### config.mk
export PLATFORM = sky130hd
export DESIGN_NAME = atm_code_sender
export DESIGN_NICKNAME = d
export VERILOG_FILES = /design/src/rtl/atm_pkg.sv /design/src/rtl/cycle_counter.sv /design/src/rtl/atm_code_sender.sv
export SDC_FILE = /design/constraint.sdc
export NUM_CORES = 1
export LEC_CHECK = 0
export CORE_MARGIN = 1.5
export CORE_UTILIZATION = 50
export CTS_CLUSTER_SIZE = 10
export DETAILED_ROUTE_END_ITERATION = 7
export PLACE_DENSITY_LB_ADDON = 0.08
export SLEW_MARGIN = 0
export SYNTH_ARGS = -nofsm -noshare
export SYNTH_HDL_FRONTEND = slang
export SYNTH_SLANG_ARGS = --single-unit
### constraint.sdc
create_clock -name clk_2 -period 2.5 [get_ports clk_2]
set_clock_uncertainty 0.05 [all_clocks]
set_input_delay 0.25 -clock clk_2 [delete_from_list [all_inputs] [get_ports clk_2]]
set_output_delay 0.25 -clock clk_2 [all_outputs]
set_load 0.05 [all_outputs]
### src/rtl/atm_pkg.sv
// Shared types for the ATM access-code sender: state and result encodings,
// digit width and the code validity rule.
package atm_pkg;

  localparam int unsigned CODE_W = 3;

  typedef enum logic [2:0] {
    ST_IDLE      = 3'd0,
    ST_PREAMBLE  = 3'd1,
    ST_DIGIT1    = 3'd2,
    ST_DIGIT2    = 3'd3,
    ST_DIGIT3    = 3'd4,
    ST_WAIT_RESP = 3'd5,
    ST_FINISH    = 3'd6
  } sender_state_t;

  typedef enum logic [1:0] {
    RES_NONE      = 2'b00,
    RES_PAID      = 2'b01,
    RES_DESTROYED = 2'b10,
    RES_FAILED    = 2'b11
  } result_t;

  // The ATM detects digits by value change, so a digit equal to its
  // predecessor (the preamble counts as 0) can never be received.
  function automatic logic code_sendable(input logic [CODE_W-1:0] c1,
                                         input logic [CODE_W-1:0] c2,
                                         input logic [CODE_W-1:0] c3);
    return (c1 != '0) && (c2 != c1) && (c3 != c2);
  endfunction

endpackage

### src/rtl/cycle_counter.sv
// Loadable saturating down-counter; zero_o flags that the loaded interval
// has elapsed.
module cycle_counter #(
  parameter int unsigned WIDTH = 4
) (
  input  logic             clk_i,
  input  logic             reset_i,
  input  logic             load_i,
  input  logic [WIDTH-1:0] load_value_i,
  input  logic             en_i,
  output logic [WIDTH-1:0] value_o,
  output logic             zero_o
);

  logic [WIDTH-1:0] count_q;
  logic [WIDTH-1:0] count_d;

  always_comb begin
    count_d = count_q;
    if (load_i) begin
      count_d = load_value_i;
    end else if (en_i && (count_q != '0)) begin
      count_d = count_q - 1'b1;
    end
  end

  always_ff @(posedge clk_i) begin
    if (reset_i) begin
      count_q <= '0;
    end else begin
      count_q <= count_d;
    end
  end

  assign value_o = count_q;
  assign zero_o  = (count_q == '0);

endmodule

### src/rtl/atm_code_sender.sv
// Card-side transmitter: sends preamble plus three digits to the ATM, waits
// for the outcome and retries silent rejections up to MAX_TRIES times.
module atm_code_sender
  import atm_pkg::*;
#(
  parameter int unsigned HOLD_CYCLES = 1,
  parameter int unsigned TIMEOUT     = 8,
  parameter int unsigned MAX_TRIES   = 3
) (
  input  logic              clk_2,
  input  logic              reset,
  input  logic              start,
  input  logic [CODE_W-1:0] code1,
  input  logic [CODE_W-1:0] code2,
  input  logic [CODE_W-1:0] code3,
  input  logic              dinheiro,
  input  logic              destroi,
  output logic              cartao,
  output logic [CODE_W-1:0] cod,
  output logic              busy,
  output logic              done,
  output logic [1:0]        result,
  output logic [1:0]        attempts,
  output logic [2:0]        state_o
);

  localparam int unsigned HOLD_W = $clog2(HOLD_CYCLES) + 1;
  localparam int unsigned TO_W   = $clog2(TIMEOUT) + 1;
  localparam logic [HOLD_W-1:0] HOLD_LOAD = HOLD_W'(HOLD_CYCLES - 1);
  localparam logic [TO_W-1:0]   TO_LOAD   = TO_W'(TIMEOUT - 1);
  localparam logic [1:0]        TRY_LIMIT = 2'(MAX_TRIES);

  sender_state_t     state_q, state_d;
  result_t           result_q, result_d;
  logic [1:0]        attempts_q, attempts_d;
  logic [CODE_W-1:0] dig1_q, dig1_d;
  logic [CODE_W-1:0] dig2_q, dig2_d;
  logic [CODE_W-1:0] dig3_q, dig3_d;

  logic              hold_load, hold_zero;
  logic              to_load, to_en, to_zero;
  logic [HOLD_W-1:0] hold_val;
  logic [TO_W-1:0]   to_val;
  logic              unused_counts;

  // Hold reloads on any state change (including a retry back to PREAMBLE);
  // timeout reloads only on WAIT_RESP entry.
  assign hold_load = (state_d != state_q);
  assign to_load   = (state_d == ST_WAIT_RESP) && (state_q != ST_WAIT_RESP);
  assign to_en     = (state_q == ST_WAIT_RESP);

  cycle_counter #(.WIDTH(HOLD_W)) u_hold_cnt (
    .clk_i        (clk_2),
    .reset_i      (reset),
    .load_i       (hold_load),
    .load_value_i (HOLD_LOAD),
    .en_i         (1'b1),
    .value_o      (hold_val),
    .zero_o       (hold_zero)
  );

  cycle_counter #(.WIDTH(TO_W)) u_timeout_cnt (
    .clk_i        (clk_2),
    .reset_i      (reset),
    .load_i       (to_load),
    .load_value_i (TO_LOAD),
    .en_i         (to_en),
    .value_o      (to_val),
    .zero_o       (to_zero)
  );

  assign unused_counts = ^{hold_val, to_val};

  always_ff @(posedge clk_2) begin
    if (reset) begin
      state_q    <= ST_IDLE;
      result_q   <= RES_NONE;
      attempts_q <= '0;
      dig1_q     <= '0;
      dig2_q     <= '0;
      dig3_q     <= '0;
    end else begin
      state_q    <= state_d;
      result_q   <= result_d;
      attempts_q <= attempts_d;
      dig1_q     <= dig1_d;
      dig2_q     <= dig2_d;
      dig3_q     <= dig3_d;
    end
  end

  always_comb begin
    state_d    = state_q;
    result_d   = result_q;
    attempts_d = attempts_q;
    dig1_d     = dig1_q;
    dig2_d     = dig2_q;
    dig3_d     = dig3_q;
    unique case (state_q)
      ST_IDLE: begin
        if (start) begin
          dig1_d = code1;
          dig2_d = code2;
          dig3_d = code3;
          if (code_sendable(code1, code2, code3)) begin
            state_d    = ST_PREAMBLE;
            result_d   = RES_NONE;
            attempts_d = 2'd1;
          end else begin
            state_d    = ST_FINISH;
            result_d   = RES_FAILED;
            attempts_d = '0;
          end
        end
      end
      ST_PREAMBLE: if (hold_zero) state_d = ST_DIGIT1;
      ST_DIGIT1:   if (hold_zero) state_d = ST_DIGIT2;
      ST_DIGIT2:   if (hold_zero) state_d = ST_DIGIT3;
      ST_DIGIT3:   if (hold_zero) state_d = ST_WAIT_RESP;
      ST_WAIT_RESP: begin
        if (destroi) begin
          state_d  = ST_FINISH;
          result_d = RES_DESTROYED;
        end else if (dinheiro) begin
          state_d  = ST_FINISH;
          result_d = RES_PAID;
        end else if (to_zero) begin
          if (attempts_q < TRY_LIMIT) begin
            state_d    = ST_PREAMBLE;
            attempts_d = attempts_q + 2'd1;
          end else begin
            state_d  = ST_FINISH;
            result_d = RES_FAILED;
          end
        end
      end
      ST_FINISH: state_d = ST_IDLE;
      default:   state_d = ST_IDLE;
    endcase
  end

  always_comb begin
    cartao = 1'b0;
    cod    = '0;
    busy   = (state_q != ST_IDLE);
    done   = (state_q == ST_FINISH);
    unique case (state_q)
      ST_PREAMBLE:  cartao = 1'b1;
      ST_DIGIT1:    begin cartao = 1'b1; cod = dig1_q; end
      ST_DIGIT2:    begin cartao = 1'b1; cod = dig2_q; end
      ST_DIGIT3:    begin cartao = 1'b1; cod = dig3_q; end
      ST_WAIT_RESP: begin cartao = 1'b1; cod = dig3_q; end
      default:      begin cartao = 1'b0; cod = '0; end
    endcase
  end

  assign result   = result_q;
  assign attempts = attempts_q;
  assign state_o  = state_q;

endmodule

==> summary.md <==
| Metric | Value |
|---|---|
| TritonCTS Buffers | 3 |
| Syn nets | 176 |
| Antenna Nets Post-Route | 0 |
| Critical path required time | around 2.2 ns |
| Initial antenna violation count | 0 |
| RSZ-0062 raised after global routing | false |
| Total track usage | 0.232 |
| Final core utilization | 0.679 |
| Root buffer cell | clkbuf_4 |
| First-pass GRT wire length | 4790 µm |
| Critical Path AT | ~1.9 ns |
| Post-synth top area cell | dfxtp_1 |
| Synthesis Warnings | 0 |
| Pwr Density | around 890 mW/mm² |
| Yosys cell types | 44 |
| Max Buffers Root-to-Sink | 2 |
| Drt first-iter violations | 28 |
| Final setup viols | 0 |
| Crit Path Max Fanout | 10 |
| Die area | approximately 0.0028 mm² |
| Die width | 53.0 µm |
| Vias in the first global route | about 1,100 |
| DRT Pass-1 Iters | 5 |
| H-tree levels | 1 |
| Hold Crit Class | reg2reg |
| Slew margin rel. | 0.659 |
| Post-synthesis cell count | about 160 |
| Most common flop cell mapped by yosys | dfxtp_1 |
| Critical path type | reg2out |
| GPL Wtd Cong | a little over 0.8 |
| CTS tree | yes |
| Mean Syn Cell Area | approximately 7.8 µm² |
| Buffers on Ports | 26 |
| Ys async rst share | 0 |
| Number of synthesized register bits | 21 |
| Fillers | about 200 |
| Final Critical Period | between 2 and 2.5 ns |
| Setup TNS | 0 ns |
| Top-area cell type share of the netlist area | 0.337 |
| Crit. End Element | output port |
| Routed via count | between 1,000 and 1,500 |
| Layout cells sized above 1 | 0.0984 |
| CTS clk-pin slew, worst paths | between 0.1 and 0.15 ns |
| Post-cts gate resize count | 0 |
| Period utilization | 0.878 |
| Max IR drop VDD | 0.766 mV |
| # Post-CTS Setup Buffers | 0 |
| Total gr overflow | 0 |
| Final #Nets | about 200 |
| Leading cell type in the layout, fill and taps excluded | nand2_1 |
| Overall power | 0.00138 W |
| Worst Path Buf+Inv | 1 |
| Max-cap violations | 0 |
| Post-synth EDFFs | 0 |
| Largest net degree at the start of global routing | 14 |
| Slowest-stage cell, CP | clkdlybuf4s50_1 |
| DRC | 0 |
| Hold buffers post-CTS | 0 |
| Die H | 53.0 µm |
| Sequential-to-total area share from yosys stat | 0.337 |
| Clk sink count | 21 |
| Commonest cells after routing, fill and taps aside | 29 x nand2_1, 23 x clkdlybuf4s50_1, 19 x dfxtp_1 |
| # IOs | 27 |
| HPWL Detailed | 2200 µm |
| Measured slew at the worst slew-check pin | 0.510 ns |
| Clock latency on the worst-skew pair | around 0.30 ns |
| R2r setup slk | ~0.53 ns |
| Row cnt | 17 |
| Startpoint class of the critical path | flip-flop |
| Core Region | approximately 0.0023 mm² |
| Mapped Area | about 0.0012 mm² |
| Critical path's top delay family | buffers and inverters |
| Crit path largest cell delay | 0.81 ns |
| Final hold violation count | 0 |
| Synth top area cells | dfxtp_1 34%, nand2_1 8.7%, a21oi_1 7.2% |
| Starting density of the core | 0.548 |
| Ant. Diodes | 0 |
| P&R area growth vs syn | 23.9% |
| Post-detailed-route wirelength per cell | between 10 and 15 µm |
| Final Max Tran Viols | 0 |
| Max Freq | ~0.46 GHz |
| Drt total wl | between 2000 and 3000 µm |
| Static leakage | slightly below 0.6 nW |
| Vias per cell | approximately 5.8 |
| Status | completed |
| Crit-path cells | nor3_1, a21oi_1, clkdlybuf4s50_1 |
## report_power, final
group,switching [W],internal [W]
logic,0.000450,0.000266
clock network,0.000106,0.0000597
registers,0.0000933,0.000401
## final cells by class
cell class / count / area, µm² / area share
clock buffer: 3 / 22.5 / 0.0146
clock inverter: 1 / 5.00 / 0.00324
inverter: 6 / 22.5 / 0.0146
multi-input combinational: 123 / 752 / 0.487
sequential: 21 / 423 / 0.274
tap: 28 / 35.0 / 0.0227
timing repair buffer: 29 / 285 / 0.185
## flip-flops by register name, indices dropped and copies added (netlist names)
register and count:
u_hold_cnt.value_o 1, dig3_q 3, dig2_q 3, u_timeout_cnt.value_o 4, result 2, state_o 3, dig1_q 3, attempts 2
## cell families after synthesis
kind of cell	after synthesis	synth area share
compound gates	46	0.221
xor+xnor	5	0.0351
fa+ha+maj	3	0.0301
buf+inv	15	0.0602
flops	21	0.337
mux	5	0.0451
other cells	1	0.00301
simple gates	63	0.269
## tightest hold or removal path: stages (launching register included)
cell     delay (ns)
dfxtp_1        0.33
nand2_1        0.05
a21oi_1        0.05
## metrics by stage
step | hold slack (ns) | instances | setup WS (ns) | cell area [µm²]
final | 0.415 | 211 | 0.304 | 1550
after global routing | 0.446 | 211 | 0.182 | 1550
after global placement | 0.398 | 207 | 0.441 | 1510
after CTS | 0.418 | 211 | 0.0580 | 1540
after detailed placement | 0.401 | 207 | 0.422 | 1510
after floorplan | 0.336 | 159 | 0.214 | 1250
## worst paths after layout
check	cells past startpoint	end	startpoint
worst min-delay path	2	dig1_q[1]$_SDFFE_PP0P_	dig1_q[1]$_SDFFE_PP0P_
worst max register to register	7	attempts[0]$_SDFFE_PP0P_	u_timeout_cnt.value_o[0]$_SDFFE_PP0P_
worst min register to register	2	dig1_q[1]$_SDFFE_PP0P_	dig1_q[1]$_SDFFE_PP0P_
worst max-delay path	3	cartao	state_o[2]$_SDFF_PP0_
## Yosys cell counts (2+ instances only)
| cell | number |
|---|---|
| nor2b_1 | 3 |
| o21ai_0 | 13 |
| mux2i_1 | 3 |
| buf_2 | 3 |
| clkbuf_1 | 4 |
| ha_1 | 3 |
| inv_1 | 6 |
| a21oi_1 | 18 |
| nand2b_1 | 2 |
| a31oi_1 | 3 |
| xnor2_1 | 4 |
| buf_6 | 2 |
| nand2_1 | 29 |
| a221oi_1 | 3 |
| o31ai_1 | 2 |
| nor3_1 | 3 |
| nand3_1 | 5 |
| nor2_1 | 7 |
| dfxtp_1 | 21 |
## layer usage
metal	GRT usage	routed length, µm	up-vias
li1	-	-	614
met1	0.250	1290	557
met2	0.433	1420	38
met3	0.0395	127	6
met4	0.107	46	0
met5	0	0	-
(Power assumes the default switching activity.)
